## config.mk

```make
export PLATFORM = sky130hd
export DESIGN_NAME = td4_prog_loader
export DESIGN_NICKNAME = d
export VERILOG_FILES = /design/src/rtl/td4_prog_loader.sv
export SDC_FILE = /design/constraint.sdc
export NUM_CORES = 1
export LEC_CHECK = 0
export CAP_MARGIN = 20
export CORE_AREA = 2 2 112 114
export CTS_CLUSTER_SIZE = 30
export DETAILED_ROUTE_END_ITERATION = 8
export DIE_AREA = 0 0 114 116
export PLACE_DENSITY = 0.87
export SLEW_MARGIN = 40
export SYNTH_ARGS = -nofsm -noshare
export SYNTH_HDL_FRONTEND = slang
export SYNTH_SLANG_ARGS = --single-unit
```

## constraint.sdc

```tcl
create_clock -name clk -period 9.94 [get_ports clk]
set_input_delay 2.982 -clock clk [delete_from_list [all_inputs] [get_ports clk]]
set_output_delay 2.982 -clock clk [all_outputs]
set_load 0.05 [all_outputs]
```

## src/rtl/td4_prog_loader.sv

```systemverilog
// TD4 program memory with a host byte-stream load port; holds the CPU in reset
// until a full image plus a matching checksum byte has been received.
module td4_prog_loader #(
    parameter int ADR_W  = 4,
    parameter int DATA_W = 8
) (
    input  logic              clk,
    input  logic              reset,
    input  logic [ADR_W-1:0]  adr,
    output logic [DATA_W-1:0] instr,
    input  logic              load_start,
    input  logic              wr_valid,
    input  logic [DATA_W-1:0] wr_data,
    output logic              wr_ready,
    output logic              cpu_hold,
    output logic              busy,
    output logic              load_done,
    output logic              load_err
);
    localparam int DEPTH = 1 << ADR_W;

    localparam logic [2:0] S_IDLE  = 3'd0;
    localparam logic [2:0] S_LOAD  = 3'd1;
    localparam logic [2:0] S_CHECK = 3'd2;
    localparam logic [2:0] S_RUN   = 3'd3;
    localparam logic [2:0] S_ERROR = 3'd4;

    logic [2:0]        r_state;
    logic [DATA_W-1:0] r_mem [DEPTH];
    logic [ADR_W-1:0]  r_wptr;
    logic [DATA_W-1:0] r_sum;
    logic              r_hold;
    logic              r_done;

    logic              w_busy;
    logic              w_ready;
    logic              w_accept;
    logic [DATA_W-1:0] w_sum_chk;

    assign w_busy    = (r_state == S_LOAD) || (r_state == S_CHECK);
    // A byte coinciding with load_start belongs to neither the old nor the new image.
    assign w_ready   = w_busy && !load_start;
    assign w_accept  = wr_valid && w_ready;
    assign w_sum_chk = r_sum + wr_data;

    assign instr     = r_mem[adr];
    assign wr_ready  = w_ready;
    assign busy      = w_busy;
    assign cpu_hold  = r_hold;
    assign load_done = r_done;
    assign load_err  = (r_state == S_ERROR);

    always_ff @(posedge clk or negedge reset) begin
        if (!reset) begin
            r_state <= S_IDLE;
            r_wptr  <= '0;
            r_sum   <= '0;
            r_hold  <= 1'b1;
            r_done  <= 1'b0;
        end else begin
            r_done <= 1'b0;
            if (load_start) begin
                r_state <= S_LOAD;
                r_wptr  <= '0;
                r_sum   <= '0;
                r_hold  <= 1'b1;
            end else begin
                case (r_state)
                    S_LOAD: begin
                        if (w_accept) begin
                            r_wptr <= r_wptr + 1'b1;
                            r_sum  <= w_sum_chk;
                            if (&r_wptr) r_state <= S_CHECK;
                        end
                    end
                    S_CHECK: begin
                        // Image bytes plus checksum must sum to zero mod 256.
                        if (w_accept) begin
                            if (w_sum_chk == '0) begin
                                r_state <= S_RUN;
                                r_hold  <= 1'b0;
                                r_done  <= 1'b1;
                            end else begin
                                r_state <= S_ERROR;
                            end
                        end
                    end
                    S_IDLE, S_RUN, S_ERROR: ;
                    default: r_state <= S_IDLE;
                endcase
            end
        end
    end

    // Only image bytes reach the array; the checksum byte is never stored.
    always_ff @(posedge clk or negedge reset) begin
        if (!reset) begin
            for (int i = 0; i < DEPTH; i++) r_mem[i] <= '0;
        end else if (r_state == S_LOAD && w_accept) begin
            r_mem[r_wptr] <= wr_data;
        end
    end
endmodule

```

==> results.cfg <==
[floorplan]
die_h_um = 116
rows = 40
die-area_um2 = 13200
start_util_pct = 59.1
core-area_um2 = 11900
pin_count = 29
die_w_um = 114

[synthesis]
synth_edf_count = 0
yosysMostFrequentCell = dfrtp_1
ys_ff_latch = 145
synth_area_leader_cell = dfrtp_1
synth_common_cells = dfrtp_1 (144), mux2_2 (122), mux4_2 (40), clkbuf_1 (14)
synth_area_leaders = dfrtp_1 (51%), mux2_2 (20%), mux4_2 (13%)
syn_inst = 453
syn_area_um2 = 7040
yosys.cell_types.count = 47
synth_top_area_share_pct = 51.2
ys_seq_area_share_pct = 51.5
ys.flop_type = dfrtp_1
async_flop_share_pct = 100
yosys_warnings = 0
syn_nets = 481
syn_avg_cell_area_um2 = 15.5

[hold_path]
min_from = r_mem[32]
min_to = r_mem[32]
hp-class = reg -> reg
whs_path_depth = 1

[timing]
tightest_slew_ns = 0.768
max-slew-margin-rel_pct = 48.8
skew_ns = 0.00559
setup_viol = 0
fmax_mhz = 118
min_period_over_period_pct = 85.1
slew_viol_final = 0
min_period_ns = 8.46
setup-tns-final_ns = 0
rsz0062_at_grt = false
hold_violations = 0

[final_layout]
utilization_pct = 67.8
final_nets = 504
fill_cells = 766
diodes = 0
fin_area_um2 = 8080
drive_gt1_share_pct = 44.6
area_delta_synth_final_pct = 14.7

[global_routing]
grt_pass1_wl_um = 25100
grt_max_degree = 85
antenna_found_initial = 0
grt_pass1_vias = 4406
grt_overflow_total = 0
grt_util_all_layers_pct = 26.0

[routing]
routedWlPerCell_um = 24.4
first_pass_iters = 5
drt-total-wl_um = 15500
via_per_inst = 6.58
wl_met1_um = 5990
routed-wl-met3_um = 695
vias = 4182
wl_met2_um = 8320
maxUsedRoutingLayer = met4
drt_iter0_markers = 426
drc = 0
antenna_left = 0

[cts]
postCtsSetupBuffers = 0
clock-sinks = 145
clk_pin_slew_ns = 0.06
cts_made_buffers = 17
cts_root_buffer = clkbuf_16
htreeDepth = 4
postCtsResizedCells = 0
insertion_delay_ns = 0.43
cts_tree = done
cts_buffer_depth = 2
holdBufCountCts = 0

[place]
gp_congestion = 0.808
placed_cell_area_um2 = 7400
dp_hpwl_um = 9430
io_buffers = 28

[setup_path]
crit_family = buffers and inverters
cp.arrival_ns = 5.48
end_kind = output pin
required_ns = 6.96
start_kind = primary input
rr_endpoint = r_mem[0]
r2r_cells = 5
crit_chain = clkdlybuf4s50_1 -> buf_4 -> mux4_2 -> mux4_2 -> clkdlybuf4s50_1
cp_num_buf_inv = 3
reg2reg_slack_ns = 7.43
path_max_fanout = 32
crit_slowest_cell = clkdlybuf4s50_1
worstSetupPathType = in -> out
r2r_start = r_state[1]
slowest_delay_ns = 0.73

[power]
p_total_uw = 1570
peakVddDrop_mv = 0.132
p_leak_uw = 0.00377
power_density_nw_per_um2 = 194

[run_status]
status = complete, no violations

[run]
maxCapViolations = 0
==> cell type report <==
cell class	instances	area, um2	share of cell area [%]
sequential	145	3630	44.9
inverter	5	18.8	0.232
clock inverter	10	204	2.52
clock buffer	22	474	5.87
multi-input combinational	276	3270	40.4
timing repair buffer	31	305	3.78
tap	147	184	2.28
==> worst max path at each step <==
stage | startpoint | endpoint | slack [ns] | depth (start not counted)
2_1_floorplan | adr[0] | instr[0] | 2.30 | 4
3_3_place_gp | adr[1] | instr[7] | 1.50 | 5
3_5_place_dp | adr[1] | instr[7] | 1.49 | 5
4_1_cts | adr[1] | instr[7] | 1.49 | 5
5_1_grt | adr[1] | instr[2] | 1.43 | 5
6_report | adr[1] | instr[7] | 1.48 | 5
==> state kept, by name, indices dropped and copies added (netlist names) <==
signal / count
r_mem: 128
r_sum: 8
r_wptr: 4
r_state: 3
cpu_hold: 1
load_done: 1
==> per-stage QoR <==
| step | std cells | hold WS [ns] | worst slack, ns |
|---|---|---|---|
| after floorplan | 453 | 0.459 | 2.30 |
| after detailed placement | 604 | 0.480 | 1.49 |
| after global placement | 604 | 0.469 | 1.50 |
| after CTS | 636 | 0.501 | 1.49 |
| final | 636 | 0.500 | 1.48 |
| after global routing | 636 | 0.508 | 1.43 |
==> power breakdown <==
part / switching [uW] / total, uW / internal [uW]
Clock: 243 / 733 / 490
Sequential: 22.4 / 654 / 632
Combinational: 92.0 / 180 / 87.7
==> kinds of logic after synthesis <==
group,count (synthesis),synth area share [%]
simple gates,54,6.27
flops,145,51.5
mux,168,33.3
fa+ha+maj,12,2.24
compound gates,33,3.48
buf+inv,32,2.10
xor+xnor,9,1.12
==> cell usage in the layout, fill, tap and decap left out, types with 2 or more instances in the layout <==
cell type	synthesis	layout
a21oi_1	7	7
a22o_1	9	9
buf_4	1	2
bufinv_16	0	6
clkbuf_1	14	2
clkbuf_16	0	17
clkbuf_8	0	4
clkdlybuf4s50_1	0	26
clkinv_2	0	3
dfrtp_1	144	144
ha_1	11	11
inv_1	5	5
mux2_1	6	6
mux2_2	122	122
mux4_2	40	40
nand2_1	7	7
nand3_1	4	4
nand3_2	4	4
nand3_4	8	8
nand4_1	3	3
nand4_2	4	4
nor2_1	11	11
nor2b_1	2	2
nor3_1	3	3
nor3b_1	2	2
o211ai_1	2	2
o21a_1	2	2
o21ai_0	2	2
xnor2_1	5	5
xor2_1	4	4
==> per-layer routing <==
layer | vias to the layer above | global-route usage, %
li1 | 1778 | -
met1 | 2223 | 31.6
met2 | 136 | 45.0
met3 | 45 | 5.86
met4 | 0 | 11.7
met5 | - | 0
==> worst register-to-register path, stage by stage, from the launching register on <==
cell	delay, ns
dfrtp_1	0.49
nor3b_2	0.29
nand2_2	0.14
nor2_8	0.49
nand4_2	0.53
mux2_2	0.45
Power figures use the tool's default switching activity.
==> edit, RTL diff (config.mk and constraints unchanged) <==
Change the parameter `DATA_W` from 8 to 7.
--- a/src/rtl/td4_prog_loader.sv
+++ b/src/rtl/td4_prog_loader.sv
@@ -3,5 +3,5 @@
 module td4_prog_loader #(
     parameter int ADR_W  = 4,
-    parameter int DATA_W = 8
+    parameter int DATA_W = 7
 ) (
     input  logic              clk,
Ports: changed (resized instr and wr_data); port bits go from 29 to 27. The function was not compared with the original's and may differ.
==> edit against the unedited design <==
  * Final area decreased by 12%
  * Wire length decreased by 16%
  * Setup slack improved by 0.079 ns
  * Synthesized area decreased by 12%
  * Sequential cell count decreased by 17
  * Global-route usage decreased by 4.3 points
  * Power decreased by 16%
  * Final cell count decreased by 4.4%
  * Critical path type unchanged
==> edit: results (changes against the unedited design) <==
Worst setup path
  • Max stage delay on crit path: 0.71 ns (was 0.73 ns)
  • CP Max Fanout: 28 (was 32)

Global routing
  • Global-route wire length before repair: 21620 um (was 25060 um)
  • Vias in the first global route: 3954 (was 4406)

Cells and area
  • Sequential share of cell area: 0.4500 (was 0.4491)
  • Data buffer area share: 0.03883 (was 0.03778)
  • Layout cells sized above 1: 0.4208 (was 0.4458)
  • Fraction of area in multi-input gates: 0.4008 (was 0.4041)
  • Biggest regs: r_mem: 112 flops, r_sum: 7 flops, r_wptr: 4 flops (was r_mem: 128 flops, r_sum: 8 flops, r_wptr: 4 flops)
  • Comb_multi_in: 268 (was 276)
  • Final Instance Area: 7121 um^2 (was 8082 um^2)
  • Non-Clock Inverter Count: 6 (was 5)
  • Final Util: 0.5978 (was 0.6785)

Placement
  • Area post-placement: 6539 um^2 (was 7401 um^2)
  • GPL Wtd Cong: 0.8959 (was 0.8082)
  • Detail Placement HPWL: 8994 um (was 9426 um)
  • IO Port Bufs: 26 (was 28)

Power
  • Comb pwr: 142 uW (was 180 uW)
  • NetSw: 322.7 uW (was 357.5 uW)
  • Leak pwr: 3.319 nW (was 3.768 nW)
  • Clock share of power: 0.457 (was 0.468)
  • Tot Pwr: 1.321 mW (was 1.567 mW)

CTS
  • Clk_lat worst skew: 0.41 ns (was 0.43 ns)

Detailed routing
  • Routed WL: 13010 um (was 15540 um)
  • DRT iter0 DRCs: 338 (was 426)
  • Routed length per instance: 21.40 um (was 24.44 um)
  • Drt first pass iters: 4 (was 5)

Outcome
  • Status: finished, final reports clean (unchanged)

STA
  • Rel. slew slack: 0.4793 (was 0.4878)
## edit: cell count changes in the layout (fill, tap and decap cells not counted), moves of 5 or more
cell and delta:
dfrtp_1 -17, mux2_2 -14, nand2_1 +12, a22o_1 -9, nand3_4 -8, nor2_1 +8, nand2_2 +7, and2_1 +5
mux4_2 -5, nor3_1 +5
## edit: metal layers
layer,vias to the layer above,track usage,share of wire
li1,1627,-,-
met1,1965,0.2837,0.43
met2,105,0.3623,0.51
met3,15,0.06276,0.052
met4,0,0.05528,0.011
met5,-,0,0
## edit: final timing paths
kind	startpoint	endpoint	slack [ns]	cells past startpoint
max	adr[1]	instr[1]	1.56	5
min	r_mem[65]$_DFFE_PN0P_	r_mem[65]$_DFFE_PN0P_	0.50	1
max reg2reg	r_state[1]$_DFFE_PN0P_	r_mem[15]$_DFFE_PN0P_	7.40	5
min reg2reg	r_mem[65]$_DFFE_PN0P_	r_mem[65]$_DFFE_PN0P_	0.50	1
max in group asynchronous	reset	r_mem[45]$_DFFE_PN0P_	6.27	2
min in group asynchronous	reset	r_mem[78]$_DFFE_PN0P_	2.54	1
## edit: worst register-to-register path: stages, from the launching register on
cell	delay, ns
dfrtp_1	0.46
and4bb_1	0.58
nand2_1	0.29
nor2_1	0.27
and2_1	0.43
mux2_2	0.40
## edit: kinds of logic (layout without fill, tap and decap cells)
kind of cell	Yosys count	in the layout	share of synthesized area
multiplexers	147	147	0.3313
flip-flops	128	128	0.5180
AND/OR/NAND/NOR	78	78	0.06938
buffers and inverters	31	65	0.02063
AO/OA/AOI/OAI	27	27	0.03014
adder cells (fa/ha/maj)	11	11	0.02346
XOR/XNOR	5	5	0.007081
